<file path="src/rtl/spi_pkg.sv">
// Shared definitions for the SPI master frame bridge: FSM encoding,
// frame capacity and the control/status bit positions of the master.
package spi_pkg;

  typedef enum logic [2:0] {
    ST_IDLE  = 3'd0,
    ST_FILL  = 3'd1,
    ST_REQ   = 3'd2,
    ST_RUN   = 3'd3,
    ST_DRAIN = 3'd4
  } spi_st_e;

  localparam int SPI_MAX_BYTES = 16;
  localparam int SPI_CTRL_GO   = 7;
  localparam int SPI_STAT_BUSY = 7;
  localparam int SPI_LEN_MSB   = 3;
  localparam int SPI_LEN_LSB   = 0;

  // Byte k of the frame lives MSB-first in the 128-bit word.
  function automatic logic [6:0] slot_lsb(input logic [3:0] k);
    return 7'(8 * (15 - int'(k)));
  endfunction

endpackage

</file>
<file path="src/rtl/spi_mst_frame_bridge.sv">
// Byte-stream front-end for the SPI master: packs a frame of up to 16 bytes,
// runs one master transfer and streams the received bytes back in wire order.
module spi_mst_frame_bridge
  import spi_pkg::*;
#(
  parameter int MAX_BYTES = SPI_MAX_BYTES
) (
  input  logic         clk,
  input  logic         rstn,
  input  logic         tx_valid,
  input  logic [7:0]   tx_data,
  input  logic         tx_last,
  output logic         tx_ready,
  output logic         rx_valid,
  output logic [7:0]   rx_data,
  output logic         rx_last,
  input  logic         rx_ready,
  output logic         busy,
  output logic [127:0] mst_wfifo,
  output logic [7:0]   mst_ctrl,
  input  logic [7:0]   mst_status,
  input  logic [127:0] mst_rfifo
);

  spi_st_e        r_st;
  logic [4:0]     r_cnt;
  logic [3:0]     r_rd;
  logic [127:0]   r_wfifo;
  logic [127:0]   r_rfifo;
  logic [7:0]     r_ctrl;
  logic           r_tx_ready;
  logic           r_busy_q;

  logic           w_tx_hs;
  logic           w_close;
  logic           w_mbusy;
  logic [3:0]     w_last_idx;
  logic [3:0]     w_ridx;
  logic           w_unused;

  assign w_mbusy    = mst_status[SPI_STAT_BUSY];
  assign w_tx_hs    = tx_valid & r_tx_ready;
  // A full buffer closes the frame even without tx_last.
  assign w_close    = tx_last | (r_cnt == 5'(MAX_BYTES - 1));
  assign w_last_idx = r_cnt[3:0] - 4'd1;
  assign w_ridx     = w_last_idx - r_rd;
  assign w_unused   = ^mst_status[6:0];

  assign tx_ready  = r_tx_ready;
  assign busy      = (r_st != ST_IDLE);
  assign rx_valid  = (r_st == ST_DRAIN);
  assign rx_data   = rx_valid ? r_rfifo[{w_ridx, 3'b000} +: 8] : 8'h00;
  assign rx_last   = rx_valid & (r_rd == w_last_idx);
  assign mst_wfifo = r_wfifo;
  assign mst_ctrl  = r_ctrl;

  always_ff @(posedge clk or negedge rstn) begin
    if (!rstn) begin
      r_st       <= ST_IDLE;
      r_cnt      <= '0;
      r_rd       <= '0;
      r_wfifo    <= '0;
      r_rfifo    <= '0;
      r_ctrl     <= '0;
      r_tx_ready <= 1'b0;
      r_busy_q   <= 1'b0;
    end else begin
      r_busy_q <= w_mbusy;
      case (r_st)
        ST_IDLE, ST_FILL: begin
          r_tx_ready <= 1'b1;
          if (w_tx_hs) begin
            r_wfifo[slot_lsb(r_cnt[3:0]) +: 8] <= tx_data;
            r_cnt <= r_cnt + 5'd1;
            if (w_close) begin
              r_st       <= ST_REQ;
              r_tx_ready <= 1'b0;
              // Length field is the new count minus one, i.e. the old count.
              r_ctrl     <= {1'b1, 3'b000, r_cnt[3:0]};
            end else begin
              r_st <= ST_FILL;
            end
          end
        end
        ST_REQ: begin
          if (w_mbusy) begin
            r_ctrl[SPI_CTRL_GO] <= 1'b0;
            r_st                <= ST_RUN;
          end
        end
        ST_RUN: begin
          if (r_busy_q && !w_mbusy) begin
            r_rfifo <= mst_rfifo;
            r_rd    <= '0;
            r_st    <= ST_DRAIN;
          end
        end
        ST_DRAIN: begin
          if (rx_ready) begin
            if (r_rd == w_last_idx) begin
              r_st       <= ST_IDLE;
              r_cnt      <= '0;
              r_rd       <= '0;
              r_wfifo    <= '0;
              r_ctrl     <= '0;
              r_tx_ready <= 1'b1;
            end else begin
              r_rd <= r_rd + 4'd1;
            end
          end
        end
        default: r_st <= ST_IDLE;
      endcase
    end
  end

endmodule

</file>
<file path="config.mk">
export PLATFORM = sky130hd
export DESIGN_NAME = spi_mst_frame_bridge
export DESIGN_NICKNAME = d
export VERILOG_FILES = /design/src/rtl/spi_pkg.sv /design/src/rtl/spi_mst_frame_bridge.sv
export SDC_FILE = /design/constraint.sdc
export NUM_CORES = 1
export LEC_CHECK = 0
export ABC_AREA = 1
export CAP_MARGIN = 20
export CORE_MARGIN = 2
export CORE_UTILIZATION = 40
export CTS_BUF_LIST = sky130_fd_sc_hd__clkbuf_4 sky130_fd_sc_hd__clkbuf_8
export CTS_CLUSTER_DIAMETER = 120
export DETAILED_ROUTE_END_ITERATION = 10
export PLACE_DENSITY = 0.71
export SYNTH_ARGS = -nofsm -noshare
export SYNTH_HDL_FRONTEND = slang
export SYNTH_SLANG_ARGS = --single-unit
</file>
<file path="constraint.sdc">
create_clock -name clk -period 7.73 [get_ports clk]
set_input_delay 1.9325 -clock clk [delete_from_list [all_inputs] [get_ports clk]]
set_output_delay 1.9325 -clock clk [all_outputs]
set_load 0.05 [all_outputs]
</file>
==> impl_metrics.ini, run 1 <==
[clock_tree]
clk_latency_ns = 0.58
cts_inserted_buffers = 46
clk_pin_slew_ns = 0.06
cts_tree = built
cts_root_buf = clkbuf_8
htreeDepth = 2
post_cts_buffers = 0
clock_path_buffers = 3
cts_num_sinks = 275
post_cts_resized = 0
hold_buffers = 0

[worst_setup_path]
worstSetupStartpointType = register
crit_required_ns = 5.80
timing.rr.end = mst_wfifo[101]$_DFFE_PN0P_
worstPathArrival_ns = 5.03
r2r_slack_ns = 3.14
end_kind = output port
setup.worst_path.class = reg -> out
crit_fanout = 20
r2r-start = r_cnt[0]$_DFFE_PN0P_
reg2regPathDepth = 11

[yosys]
ys_ff_latch = 275
ys_warn_count = 0
synth_cells = 1718
netlist.area_leader.share_pct = 52.5
netlist_area_sq_um = 13100
ys_seq_area_share_pct = 52.5
ys_top_cells_by_count = nand2_1, dfrtp_1, nand3_1, nand4_1, nor2_1
synth-edff-count = 0
synth.most_common_cell = nand2_1
yosys.area.top_type = dfrtp_1
avgSynthCellArea_sq_um = 7.64
ys_types = 32
ys.flop_type = dfrtp_1
synth_area_leaders = dfrtp_1, nand2_1, nand3_1
async_flop_share_pct = 100

[timing]
setup_viol = 0
max_freq_mhz = 144
max_slew.worst_pin.slew_ns = 1.05
rsz0062_at_grt = no
slew_headroom_pct = 29.9
fin_crit_sh_pct = 90.1
fin_tns_setup_ns = 0
layout_min_cycle_time_ns = 6.96
slew_viol_final = 0
finalClockSkew_ns = 0.0574
hold_viol = 0

[placed_design]
place_area_sq_um = 16200
routabilityCongestion = 0.858
portBuffers = 286
hpwl_mm = 27.2

[global_routing]
grt_pass1_vias = 11866
grt_max_degree = 150
grt_pass1_wl_mm = 62.4
grtUsageTotal_pct = 23.0
overflow = 0
antenna_found_initial = 1

[route]
drt_iter0_drc = 1057
vias = 12382
vias_per_cell = 5.06
drc_errors = 0
drtPass1Iterations = 6
drt-total-wl_mm = 39.2
wl_per_cell_um = 16.0
drtAntennaViolNets = 0

[final_layout]
fin_nets = 2131
final_area_sq_um = 17200
final_core_util_pct = 52.9
layout-drive-gt1-share_pct = 5.54
area_delta_synth_final_pct = 30.7
n_fill_cell = 3019

[power]
power_mw = 8.17
power.static_leakage_nw = 8.81
seq_power_share_pct = 28.5
p_per_area_nw_per_um2 = 476
swShare_pct = 49.5
clkPwrFrac_pct = 16.7
switchingPower_mw = 4.05
ir_drop_mv = 0.333
p_comb_share_pct = 54.8
p_int_mw = 4.12

[die]
fp-row-count = 66
die_x_um = 185
die_h_um = 185
start_util_pct = 40.4
die_area_sq_um = 34300
io_pins = 297
core_area_sq_um = 32500

[worst_hold_path]
whs_path_depth = 2
hold_class = reg -> reg
min_to = mst_wfifo[109]$_DFFE_PN0P_
hp-start = mst_wfifo[109]$_DFFE_PN0P_

[outcome]
status = complete, no violations

[job]
drv_cap = 0
-- per-layer routing --
layer,wire (um),global-route usage [%],vias to the layer above
li1,-,-,5999
met1,17400,31.9,5818
met2,17800,36.1,479
met3,2770,4.11,86
met4,1220,8.25,0
met5,0,0,-
-- cell type report --
class / instances / area [sq um] / area share, %
Clock inverter: 8 / 71.3 / 0.416
Clock buffer: 72 / 916 / 5.34
Timing Repair Buffer: 297 / 2960 / 17.3
Antenna cell: 1 / 2.50 / 0.0146
Tap cell: 442 / 553 / 3.22
Multi-Input combinational cell: 1305 / 5590 / 32.6
Inverter: 47 / 178 / 1.04
Sequential cell: 275 / 6880 / 40.1
-- cell families (layout without fill, tap and decap cells) --
family | count (synthesis) | count (layout) | synth area share (%)
xor gates and xnor gates | 4 | 4 | 0.382
DFF | 275 | 275 | 52.5
AOI/OAI and AO/OA | 41 | 41 | 1.71
buffers and inverters | 140 | 424 | 5.09
other | 1 | 4 | 0.0286
adders and majority gates | 10 | 10 | 1.01
muxes | 1 | 1 | 0.0763
and+or+nand+nor | 1246 | 1246 | 39.3
-- power groups by stage --
stage | clock network [mW] | registers [mW] | logic [mW]
after floorplan | 0 | 3.00 | 2.42
final | 1.37 | 2.33 | 4.48
after detailed placement | 0 | 2.34 | 4.46
after CTS | 1.39 | 2.32 | 4.48
after global routing | 1.46 | 2.38 | 4.96
after global placement | 0 | 2.32 | 4.40
-- critical path, cell delays in order, from the launching register on --
cell             delay [ns]
dfrtp_1                0.59
inv_2                  0.26
ha_1                   0.55
fa_1                   0.48
xor2_2                 0.69
inv_1                  0.52
nand2_1                0.18
nand2_1                0.07
nand2_1                0.06
nand2_1                0.08
nor2_1                 0.19
clkdlybuf4s50_1        0.82
-- how the worst max path moves through the flow --
stage	start	end	slack, ns
6_report	r_cnt[0]$_DFFE_PN0P_	rx_data[3]	0.77
5_1_grt	r_cnt[0]$_DFFE_PN0P_	rx_data[4]	0.46
4_1_cts	r_cnt[0]$_DFFE_PN0P_	rx_data[3]	0.75
3_5_place_dp	r_cnt[0]$_DFFE_PN0P_	rx_data[3]	1.34
3_3_place_gp	r_cnt[0]$_DFFE_PN0P_	rx_data[4]	1.38
2_1_floorplan	r_cnt[0]$_DFFE_PN0P_	rx_data[0]	2.54
-- state kept, by name (all words and copies together) (netlist names) --
register,flops
r_rd,4
r_busy_q,1
tx_ready,1
r_cnt,5
mst_wfifo,128
r_rfifo,128
mst_ctrl,5
r_st,3
-- cells in the final DEF, fill, tap and decap left out, drive strengths merged, types with 7 or more instances in the layout --
master and count:
nand2 924, clkdlybuf4s50 285, dfrtp 275, nand3 150
nand4 97, nor2 74, clkbuf 72, inv 46
o21ai 27, buf 12, a21oi 10, ha 9
clkinv 7
-- stage by stage --
stage / hold slack (ns) / cells / worst slack [ns]
after floorplan: 0.449 / 1720 / 2.54
after global placement: 0.456 / 2366 / 1.38
after detailed placement: 0.459 / 2366 / 1.34
after CTS: 0.475 / 2446 / 0.754
after global routing: 0.490 / 2446 / 0.465
final: 0.470 / 2447 / 0.768
Power figures use the tool's default switching activity.
==> run 2: changes to the inputs <==
- REMOVE_ABC_BUFFERS: not set -> 1
==> run 2 against run 1 <==
Against the previous run:
- register-to-register slack got worse by 0.04 ns
- first-iteration DRC count rose by 7.8%
- cell area rose by 1.1%
- total power rose by 2.3%
- utilization rose by 0.56 points
- combinational power rose by 2%
- highest routed layer unchanged
==> impl_metrics.ini, run 2 (synthesized netlist as in run 1, its figures left out) <==
[outcome]
status = complete, no violations

[timing]
max_slew.worst_pin.slew_ns = 1.08
layout_min_cycle_time_ns = 6.54
hold_slack_ns = 0.470
finalClockSkew_ns = 0.0334
fin_tns_setup_ns = 0
rsz0062_at_grt = no
fin_crit_sh_pct = 84.6
fin_ws_ns = 1.19
slew_viol_final = 0
hold_viol = 0
max_freq_mhz = 153
setup_viol = 0
slew_headroom_pct = 27.9

[placed_design]
routabilityCongestion = 0.848
portBuffers = 286
dp_slack_ns = 1.56
hpwl_mm = 26.2

[final_layout]
area_delta_synth_final_pct = 32.1
seqCellArea_sq_um = 6880
multi_input_area_sq_um = 5590
layout_commonest_cell = nand2_1
n_fill_cell = 3057
layout-drive-gt1-share_pct = 6.10
final_cell_mix = nand2_1, clkdlybuf4s50_1, dfrtp_1, nand3_1, nand4_1
fin_nets = 2136

[worst_setup_path]
timing.rr.end = mst_wfifo[46]$_DFFE_PN0P_
setup.worst_path.class = reg -> out
crit_fanout = 20
r2r_slack_ns = 3.10
worstPathArrival_ns = 4.61
end_kind = output port
r2r-start = r_cnt[0]$_DFFE_PN0P_
crit_required_ns = 5.80
reg2regPathDepth = 11
worstSetupStartpointType = register

[global_routing]
grt_max_degree = 115
overflow = 0
grtUsageTotal_pct = 22.7
grt_pass1_wl_mm = 61.7
grt_pass1_vias = 11846
antenna_found_initial = 4

[clock_tree]
cts_root_buf = clkbuf_8
cts_num_sinks = 275
clk_latency_ns = 0.57
post_cts_resized = 0
post_cts_buffers = 0
clk_pin_slew_ns = 0.06
htreeDepth = 2
hold_buffers = 0
clock_path_buffers = 3
cts_inserted_buffers = 47
cts_tree = built

[die]
io_pins = 297
fp-row-count = 66
core_area_sq_um = 32500
start_util_pct = 40.4
die_area_sq_um = 34300
die_h_um = 185
die_x_um = 185

[power]
ir_drop_mv = 0.480
power.static_leakage_nw = 8.90
p_int_mw = 4.29
seq_power_share_pct = 27.8
p_per_area_nw_per_um2 = 482
switchingPower_mw = 4.07
p_comb_share_pct = 54.4
power_mw = 8.36
swShare_pct = 48.7
clkPwrFrac_pct = 17.8

[worst_hold_path]
whs_path_depth = 2
hp-start = mst_wfifo[80]$_DFFE_PN0P_
min_to = mst_wfifo[80]$_DFFE_PN0P_
hold_class = reg -> reg

[route]
drtPass1Iterations = 5
wl_per_cell_um = 15.8
drt_iter0_drc = 1139
vias = 12425
vias_per_cell = 5.05
drt-total-wl_mm = 38.8
drc_errors = 0
drtAntennaViolNets = 0

[job]
drv_cap = 0
## run 2: cell types whose count changed in the layout (fill, tap and decap cells not counted), sizes merged
cell    change
buf         +4
clkbuf      +6
clkinv      +1
bufinv      +1
diode       +3
## run 2: per-layer routing
layer | GRT usage (%) | wire length (um) | part of all wire, %
met1 | 30.9 | 17000 | 44
met4 | 8.41 | 1230 | 3.2
met3 | 3.91 | 2930 | 7.6
met2 | 36.3 | 17600 | 45
met5 | 0 | 0 | 0
## run 2: power groups by stage
| stage | logic (mW) | registers [mW] | clock network [mW] |
|---|---|---|---|
| global route | 5.01 | 2.38 | 1.59 |
| global placement | 4.42 | 2.32 | 0 |
| CTS | 4.51 | 2.32 | 1.52 |
| detailed placement | 4.48 | 2.33 | 0 |
| floorplan | 2.26 | 3.01 | 0 |
| finish | 4.55 | 2.32 | 1.49 |
## run 2: how the worst max path moves through the flow
stage / to / slack [ns] / from
CTS: rx_data[1] / 0.90 / r_cnt[0]$_DFFE_PN0P_
detailed placement: rx_data[1] / 1.56 / r_cnt[0]$_DFFE_PN0P_
global route: rx_data[2] / 0.97 / r_cnt[0]$_DFFE_PN0P_
finish: rx_data[2] / 1.19 / r_cnt[0]$_DFFE_PN0P_
floorplan: r_rfifo[0]$_DFFE_PN0P_ / 1.06 / mst_status[7]
global placement: rx_data[4] / 1.58 / r_cnt[0]$_DFFE_PN0P_
## run 2: critical path, cell delays in order, from the launching register on
cell and delay (ns):
dfrtp_1 0.56, inv_2 0.23, ha_1 0.62, inv_1 0.31
ha_1 0.39, nand2_1 0.05, o21ai_0 0.28, xnor2_2 0.20
buf_8 0.20, nand2_1 0.06, nand2_1 0.04, nor2_1 0.22
clkdlybuf4s50_1 0.85
## run 2: through the flow
stage,instances,utilization [%],area [sq um]
final,2462,53.4,17300
after global routing,2461,53.4,17300
after CTS,2456,53.3,17300
after detailed placement,2368,49.8,16200
after global placement,2367,49.8,16200
after floorplan,1627,-,12600
## run 2: area by class of cell
class / instances / area share [%]
diodes: 4 / 0.0577
clock buffers: 78 / 5.72
clock inverters: 10 / 0.679
inverters: 47 / 1.03
multi-input cells: 1305 / 32.3
flip-flops and latches: 275 / 39.7
well taps: 442 / 3.19
repair buffers: 301 / 17.4
==> run 3: changes to the inputs <==
- clock period: 7.73 -> 6.2 ns (I/O delays scaled with it)
==> run 3 against run 2 <==
Against the previous run:
- non-clock buffer count decreased by 1
- critical path depth decreased by 1
- clock-buffer cell count fell by 1
- critical path type unchanged
- largest cell class unchanged
==> impl_metrics.ini, run 3 (synthesized netlist as in run 1, its figures left out) <==
[outcome]
status = complete, no violations

[timing]
layout_min_cycle_time_ns = 5.56
setup_viol = 0
fin_crit_sh_pct = 89.6
slew_viol_final = 0
max_freq_mhz = 180
hold_slack_ns = 0.470
finalClockSkew_ns = 0.0306
hold_viol = 0
max_slew.worst_pin.slew_ns = 1.02
fin_ws_ns = 0.642
slew_headroom_pct = 31.7
rsz0062_at_grt = no

[final_layout]
n_fill_cell = 3011
fin_nets = 2134
layoutNonFillerInstCount = 2452
final_cell_mix = nand2_1, clkdlybuf4s50_1, dfrtp_1, nand3_1, nand4_1
area_delta_synth_final_pct = 31.4
layout-drive-gt1-share_pct = 6.08
layout_commonest_cell = nand2_1
final_area_sq_um = 17200

[placed_design]
dp.cells = 2369
place_area_sq_um = 16300
portBuffers = 286
routabilityCongestion = 0.854
dp_slack_ns = 1.23
hpwl_mm = 26.3

[global_routing]
overflow = 0
antenna_found_initial = 3
grt_pass1_vias = 11816
grt_pass1_wl_mm = 62.2
grt_max_degree = 148
grtUsageTotal_pct = 22.9

[worst_setup_path]
worstSetupStartpointType = register
worstPathArrival_ns = 4.01
end_kind = output port
crit_fanout = 21
crit_required_ns = 4.65
setup.worst_path.class = reg -> out

[job]
drv_cap = 0

[power]
power.static_leakage_nw = 8.85
power_mw = 10.2
p_per_area_nw_per_um2 = 591
ir_drop_mv = 0.425

[clock_tree]
htreeDepth = 2
cts_root_buf = clkbuf_8
cts_num_sinks = 275
clk_pin_slew_ns = 0.06
hold_buffers = 0
post_cts_buffers = 0
post_cts_resized = 0
clk_latency_ns = 0.56
cts_tree = built
cts_inserted_buffers = 46
clock_path_buffers = 3

[route]
vias_per_cell = 5.06
drt_iter0_drc = 1304
wl_per_cell_um = 15.9
vias = 12398
drc_errors = 0
drtAntennaViolNets = 0
drt-total-wl_mm = 39.0
drtPass1Iterations = 5

[die]
fp-row-count = 66
die_x_um = 185
die_h_um = 185
die_area_sq_um = 34300
io_pins = 297
core_area_sq_um = 32500
start_util_pct = 40.4

[worst_hold_path]
hold_class = reg -> reg
==> run 3: changes by cell type in the layout (fill, tap and decap cells not counted), sizes merged <==
cell / previous run / this run
clkbuf: 78 / 77
diode: 4 / 3
buf: 16 / 23
clkdlybuf4s50: 285 / 277
bufinv: 2 / 0
clkinv: 8 / 3
==> run 3: path summary, 6_finish.rpt <==
path,startpoint,to,slack (ns),depth (start not counted)
worst max-delay path,r_cnt[0]$_DFFE_PN0P_,rx_data[1],0.64,11
worst min-delay path,mst_wfifo[37]$_DFFE_PN0P_,mst_wfifo[37]$_DFFE_PN0P_,0.47,2
worst max register to register,r_cnt[0]$_DFFE_PN0P_,mst_wfifo[43]$_DFFE_PN0P_,1.95,11
worst min register to register,mst_wfifo[37]$_DFFE_PN0P_,mst_wfifo[37]$_DFFE_PN0P_,0.47,2
max in group asynchronous,rstn,mst_wfifo[74]$_DFFE_PN0P_,3.71,2
min in group asynchronous,rstn,r_rfifo[29]$_DFFE_PN0P_,1.09,1
==> run 3: routing by layer <==
metal  global-route usage, %  vias up  part of all wire, %
li1                        -     5997                    -
met1                    31.3     5805                   43
met2                    36.6      514                   46
met3                    4.21       82                  7.3
met4                    7.97        0                  3.3
met5                       0        -                    0
==> run 3: critical path: stages, from the launching register on <==
cell and delay, ns:
dfrtp_1 0.55, inv_2 0.23, ha_1 0.60, fa_1 0.51
inv_1 0.38, buf_4 0.40, nand3_1 0.13, nand2_1 0.08
nand2_1 0.06, a21oi_1 0.21, nor2_1 0.12, buf_12 0.16
==> run 3: where the power goes <==
part | internal, mW | switching (mW)
logic | 1.75 | 3.86
registers | 2.46 | 0.433
clock network | 0.945 | 0.727
total | 5.15 | 5.02
==> run 3: metrics by stage <==
stage,utilization (%),TNS (ns)
final,53.1,0
after global placement,50.1,0
after global routing,53.1,0
after floorplan,-,-10.93
after detailed placement,50.1,0
after CTS,53.1,0
==> run 3: final cells by class <==
cell class / instances / area [sq um] / area share, %
sequential: 275 / 6880 / 39.9
multi-input combinational: 1305 / 5590 / 32.4
timing repair buffer: 300 / 3070 / 17.8
clock buffer: 77 / 935 / 5.42
tap: 442 / 553 / 3.21
inverter: 47 / 178 / 1.03
clock inverter: 3 / 23.8 / 0.138
antenna: 3 / 7.51 / 0.0436
